===== config.mk =====
export PLATFORM = sky130hd
export DESIGN_NAME = multicyc_mem_bridge
export DESIGN_NICKNAME = d
export VERILOG_FILES = /design/src/rtl/multicyc_mem_bridge.sv
export SDC_FILE = /design/constraint.sdc
export NUM_CORES = 1
export LEC_CHECK = 0
export BUFFER_PORTS_ARGS = -buffer_cell sky130_fd_sc_hd__buf_4
export CELL_PAD_IN_SITES_DETAIL_PLACEMENT = 1
export CELL_PAD_IN_SITES_GLOBAL_PLACEMENT = 1
export CORE_UTILIZATION = 38
export DETAILED_ROUTE_END_ITERATION = 10
export HOLD_SLACK_MARGIN = 0.03
export PLACE_DENSITY_LB_ADDON = 0.1
export REMOVE_ABC_BUFFERS = 1
export SETUP_SLACK_MARGIN = 0.15
export SYNTH_ARGS = -nofsm -noshare
export SYNTH_HDL_FRONTEND = slang
export SYNTH_SLANG_ARGS = --single-unit

===== constraint.sdc =====
create_clock -name clk -period 2.78 [get_ports clk]
set_clock_uncertainty 0.2 [all_clocks]
set_input_delay 0.695 -clock clk [delete_from_list [all_inputs] [get_ports clk]]
set_output_delay 0.695 -clock clk [all_outputs]
set_load 0.05 [all_outputs]

===== src/rtl/multicyc_mem_bridge.sv =====
// Memory bridge for the multicycle control unit. It turns one-cycle read/write
// strobes into a req/ack bus transaction, stalls the CPU until that transaction
// ends, holds the MDR, and sets a sticky error flag.
//
//   state | meaning
//   ------+----------------------------------------------------------------
//   IDLE  | no access in flight; a strobe latches the request (stall is Mealy)
//   REQ   | bus_req high, waiting for bus_ack or the wait limit
//   DONE  | one cycle with stall low so the control unit advances
module multicyc_mem_bridge #(
  parameter int ADDR_W   = 32,
  parameter int DATA_W   = 32,
  parameter int MAX_WAIT = 15
) (
  input  logic              clk,
  input  logic              reset_n,
  input  logic              cpu_rd,
  input  logic              cpu_wr,
  input  logic [ADDR_W-1:0] cpu_addr,
  input  logic [DATA_W-1:0] cpu_wdata,
  output logic [DATA_W-1:0] cpu_rdata,
  output logic              cpu_stall,
  output logic              cpu_err,
  output logic              bus_req,
  output logic              bus_we,
  output logic [ADDR_W-1:0] bus_addr,
  output logic [DATA_W-1:0] bus_wdata,
  input  logic              bus_ack,
  input  logic [DATA_W-1:0] bus_rdata
);

  // The wait counter only has to reach MAX_WAIT-1.
  localparam int CNT_W = (MAX_WAIT < 2) ? 1 : $clog2(MAX_WAIT);
  localparam logic [CNT_W-1:0] CNT_LAST = CNT_W'(MAX_WAIT - 1);

  typedef enum logic [1:0] {
    IDLE = 2'b00,
    REQ  = 2'b01,
    DONE = 2'b10
  } state_t;

  state_t            state_q, state_d;
  logic [CNT_W-1:0]  cnt_q, cnt_d;
  logic              bus_req_q, bus_req_d;
  logic              bus_we_q, bus_we_d;
  logic [ADDR_W-1:0] bus_addr_q, bus_addr_d;
  logic [DATA_W-1:0] bus_wdata_q, bus_wdata_d;
  logic [DATA_W-1:0] cpu_rdata_q, cpu_rdata_d;
  logic              cpu_err_q, cpu_err_d;

  // State and datapath registers. Reset clears everything at once, so a
  // request that is in flight is simply abandoned.
  always_ff @(posedge clk or negedge reset_n) begin
    if (!reset_n) begin
      state_q     <= IDLE;
      cnt_q       <= '0;
      bus_req_q   <= 1'b0;
      bus_we_q    <= 1'b0;
      bus_addr_q  <= '0;
      bus_wdata_q <= '0;
      cpu_rdata_q <= '0;
      cpu_err_q   <= 1'b0;
    end else begin
      state_q     <= state_d;
      cnt_q       <= cnt_d;
      bus_req_q   <= bus_req_d;
      bus_we_q    <= bus_we_d;
      bus_addr_q  <= bus_addr_d;
      bus_wdata_q <= bus_wdata_d;
      cpu_rdata_q <= cpu_rdata_d;
      cpu_err_q   <= cpu_err_d;
    end
  end

  // Next-state logic, register updates and the combinational stall output.
  always_comb begin
    state_d     = state_q;
    cnt_d       = cnt_q;
    bus_req_d   = bus_req_q;
    bus_we_d    = bus_we_q;
    bus_addr_d  = bus_addr_q;
    bus_wdata_d = bus_wdata_q;
    cpu_rdata_d = cpu_rdata_q;
    cpu_err_d   = cpu_err_q;
    cpu_stall   = 1'b0;

    case (state_q)
      IDLE: begin
        if (cpu_rd || cpu_wr) begin
          cpu_stall   = 1'b1;
          bus_addr_d  = cpu_addr;
          bus_wdata_d = cpu_wdata;
          // A write wins when both strobes are asserted; the conflict is flagged.
          bus_we_d    = cpu_wr;
          cnt_d       = '0;
          if (cpu_rd && cpu_wr) cpu_err_d = 1'b1;
          if (cpu_addr[1:0] == 2'b00) begin
            bus_req_d = 1'b1;
            state_d   = REQ;
          end else begin
            // A misaligned access never reaches the bus.
            cpu_err_d = 1'b1;
            state_d   = DONE;
          end
        end
      end
      REQ: begin
        cpu_stall = 1'b1;
        // An ack wins over the abort when both happen on the same edge.
        if (bus_ack) begin
          bus_req_d = 1'b0;
          if (!bus_we_q) cpu_rdata_d = bus_rdata;
          state_d = DONE;
        end else if (cnt_q == CNT_LAST) begin
          bus_req_d = 1'b0;
          cpu_err_d = 1'b1;
          state_d   = DONE;
        end else begin
          cnt_d = cnt_q + 1'b1;
        end
      end
      DONE: begin
        // The control unit still holds the same strobe here, so it is ignored.
        state_d = IDLE;
      end
      default: begin
        state_d   = IDLE;
        bus_req_d = 1'b0;
      end
    endcase
  end

  assign cpu_rdata = cpu_rdata_q;
  assign cpu_err   = cpu_err_q;
  assign bus_req   = bus_req_q;
  assign bus_we    = bus_we_q;
  assign bus_addr  = bus_addr_q;
  assign bus_wdata = bus_wdata_q;

endmodule


==> flow_summary.yaml <==
sta:
  hold_viol: 0
  slew_headroom_pct: 65.0
  fin_crit_sh_pct: 83.4
  drv_slew: 0
  rsz0062_at_grt: "false"
  tightest_slew_ns: 0.525
  setup_violations: 0
  fmax_mhz: 432
  setup_slack_ns: 0.463
  period_needed_ns: 2.32
place:
  pre_cts_slack_ns: 0.447
  dp_hpwl_microns: 7410
  place.gp.congestion: 0.796
  io_buffers: 200
clocking:
  clock-sinks: 105
  cts.repair.resized: 0
  numCtsBuffers: 9
  hold_buffers: 0
  ctsHtreeMaxLevel: 3
  cts_setup_buffers: 0
  cts.clk_slew.worst_paths_ns: 0.09
  clockBufferDepth: 2
  tritoncts: "built"
  ctsRootBufferMaster: "clkbuf_8"
  clk_latency_ns: 0.36
synthesis:
  ys_seq_area_share_pct: 65.0
  synth_common_cells: "dfrtp_1 (105), mux2_2 (94), buf_4 (6), nand2_1 (4)"
  yosysTopAreaCell: "dfrtp_1"
  synth-seq-cells: 105
  synth_cells: 249
  async_flop_share_pct: 100
  synth_area_sq_um: 4040
  synth.area.top_cells: "dfrtp_1 (65%), mux2_2 (26%), buf_4 (1.1%)"
  ys_types: 27
  yosys_most_used_dff: "dfrtp_1"
  post-synth-top-count-cell: "dfrtp_1"
  synth_edf_count: 0
  synth_area_per_cell_sq_um: 16.2
  synth_top_area_share_pct: 65.0
  ys_warn_count: 0
worst_setup_path:
  crit_family: "simple AND/OR/NAND/NOR gates"
  path_depth: 4
  crit_required_ns: 1.88
  worstSetupPathType: "input port to output port"
  cp_max_fo: 5
  startpoint_type: "input port"
  path_cells: "buf_4 > nor3_1 > nor2_1 > buf_4"
  rrSetupSlack_ns: 0.72
  end_kind: "output port"
  r2r_cells: 4
  critical_path_arrival_ns: 1.42
  path_common_cell: "buf_4"
  cpPeakStageDelay_ns: 0.32
  crit_path_top_delay_cell: "nor3_1"
  path_buf_inv: 2
cells_and_area:
  layout-drive-gt1-share_pct: 69.0
  diodes: 0
  nets: 556
  area_growth_pct: 45.6
floorplanning:
  ios: 201
  design.die.area_sq_um: 11100
  initial_core_util_pct: 39.2
  row_count: 37
  die_w_microns: 105
  coreArea_sq_um: 10300
  dieHeight_microns: 105
routing:
  vias: 2814
  drtPass1Iterations: 4
  drtIter0Drc: 39
  drc_errors: 0
  wl_per_cell_microns: 16.6
  viasPerCell: 4.74
  wirelength_microns: 9890
  ant_nets: 0
global_routing:
  grt_max_degree: 65
  track_usage_pct: 18.6
  overflow: 0
  antenna_found_initial: 0
  grt_pass1_wl_microns: 15700
  grt_pass1_vias: 3085
min_path:
  hold_class: "input port to asynchronous set/reset pin"
status:
  status: "finished, final reports clean"
run:
  max_cap_viol_count: 0
## placed cells by master, fill, tap and decap left out, types with 2 or more instances in the layout
| cell | netlist | layout |
|---|---|---|
| nand3_1 | 2 | 2 |
| nand2_1 | 4 | 4 |
| buf_12 | 0 | 2 |
| a211o_1 | 2 | 2 |
| clkinv_2 | 0 | 3 |
| and3_1 | 2 | 2 |
| mux2_1 | 3 | 3 |
| dfrtp_1 | 105 | 105 |
| nor2_1 | 3 | 3 |
| buf_4 | 6 | 202 |
| nor4_1 | 2 | 2 |
| ha_1 | 2 | 2 |
| inv_1 | 2 | 2 |
| nor3_1 | 3 | 3 |
| mux2_2 | 94 | 94 |
| o21ai_0 | 3 | 3 |
| clkbuf_8 | 0 | 11 |
## cells by family (layout without fill, tap and decap cells)
group           count (synthesis)  in the layout  share of synthesized area, %
fa+ha+maj                       2              2                         0.619
mux                            97             97                          27.0
simple gates                   21             21                          3.06
buf+inv                        13            222                          2.38
compound gates                 11             11                          1.92
flops                         105            105                          65.0
## sequential cells by signal, indices dropped and copies added (netlist names)
| register | flops |
|---|---|
| cpu_err | 1 |
| bus_addr | 32 |
| bus_wdata | 32 |
| state_q | 2 |
| bus_we | 1 |
| cnt_q | 4 |
| cpu_rdata | 32 |
| bus_req | 1 |
## routing by layer
layer | GRT usage (%) | up-vias | routed length (microns)
met5 | 0 | - | 0
met4 | 5.73 | 0 | 89
met3 | 7.92 | 7 | 1000
met2 | 32.0 | 127 | 5010
met1 | 20.7 | 1394 | 3780
li1 | - | 1286 | -
## per-stage QoR
| stage | TNS [ns] | std cells | utilization, % | area, sq um | hold WS, ns |
|---|---|---|---|---|---|
| 3_5_place_dp | 0 | 578 | 55.0 | 5680 | 0.262 |
| 5_1_grt | 0 | 594 | 57.0 | 5890 | 0.118 |
| 6_report | 0 | 594 | 57.0 | 5890 | 0.0974 |
| 3_3_place_gp | 0 | 578 | 55.0 | 5680 | 0.268 |
| 2_1_floorplan | -9.16 | 238 | - | 3950 | 0.199 |
| 4_1_cts | 0 | 594 | 57.0 | 5890 | 0.104 |
## final timing paths
check	to	startpoint
min reg2reg	cpu_err$_DFFE_PN0P_	cpu_err$_DFFE_PN0P_
min in group clk	cpu_err$_DFFE_PN0P_	cpu_err$_DFFE_PN0P_
min	cpu_rdata[26]$_DFFE_PN0P_	reset_n
max reg2reg	cpu_rdata[8]$_DFFE_PN0P_	state_q[1]$_DFFE_PN0P_
max	cpu_stall	cpu_wr
max in group asynchronous	cpu_rdata[23]$_DFFE_PN0P_	reset_n
## final cells by class
class | count | area [sq um]
fillers | 1070 | 4440
flip-flops and latches | 105 | 2630
repair buffers | 204 | 1560
multi-input cells | 131 | 1320
well taps | 136 | 170
clock buffers | 11 | 151
clock inverters | 5 | 53.8
inverters | 2 | 7.51
## worst register-to-register path, stage by stage, from the launching register on
cell	delay [ns]
dfrtp_1	0.44
nand2b_1	0.30
nor3b_4	0.21
buf_4	0.40
mux2_2	0.40
Power is not shown: default switching activity piles up to over one toggle a cycle in this logic, so the estimate is an artifact.
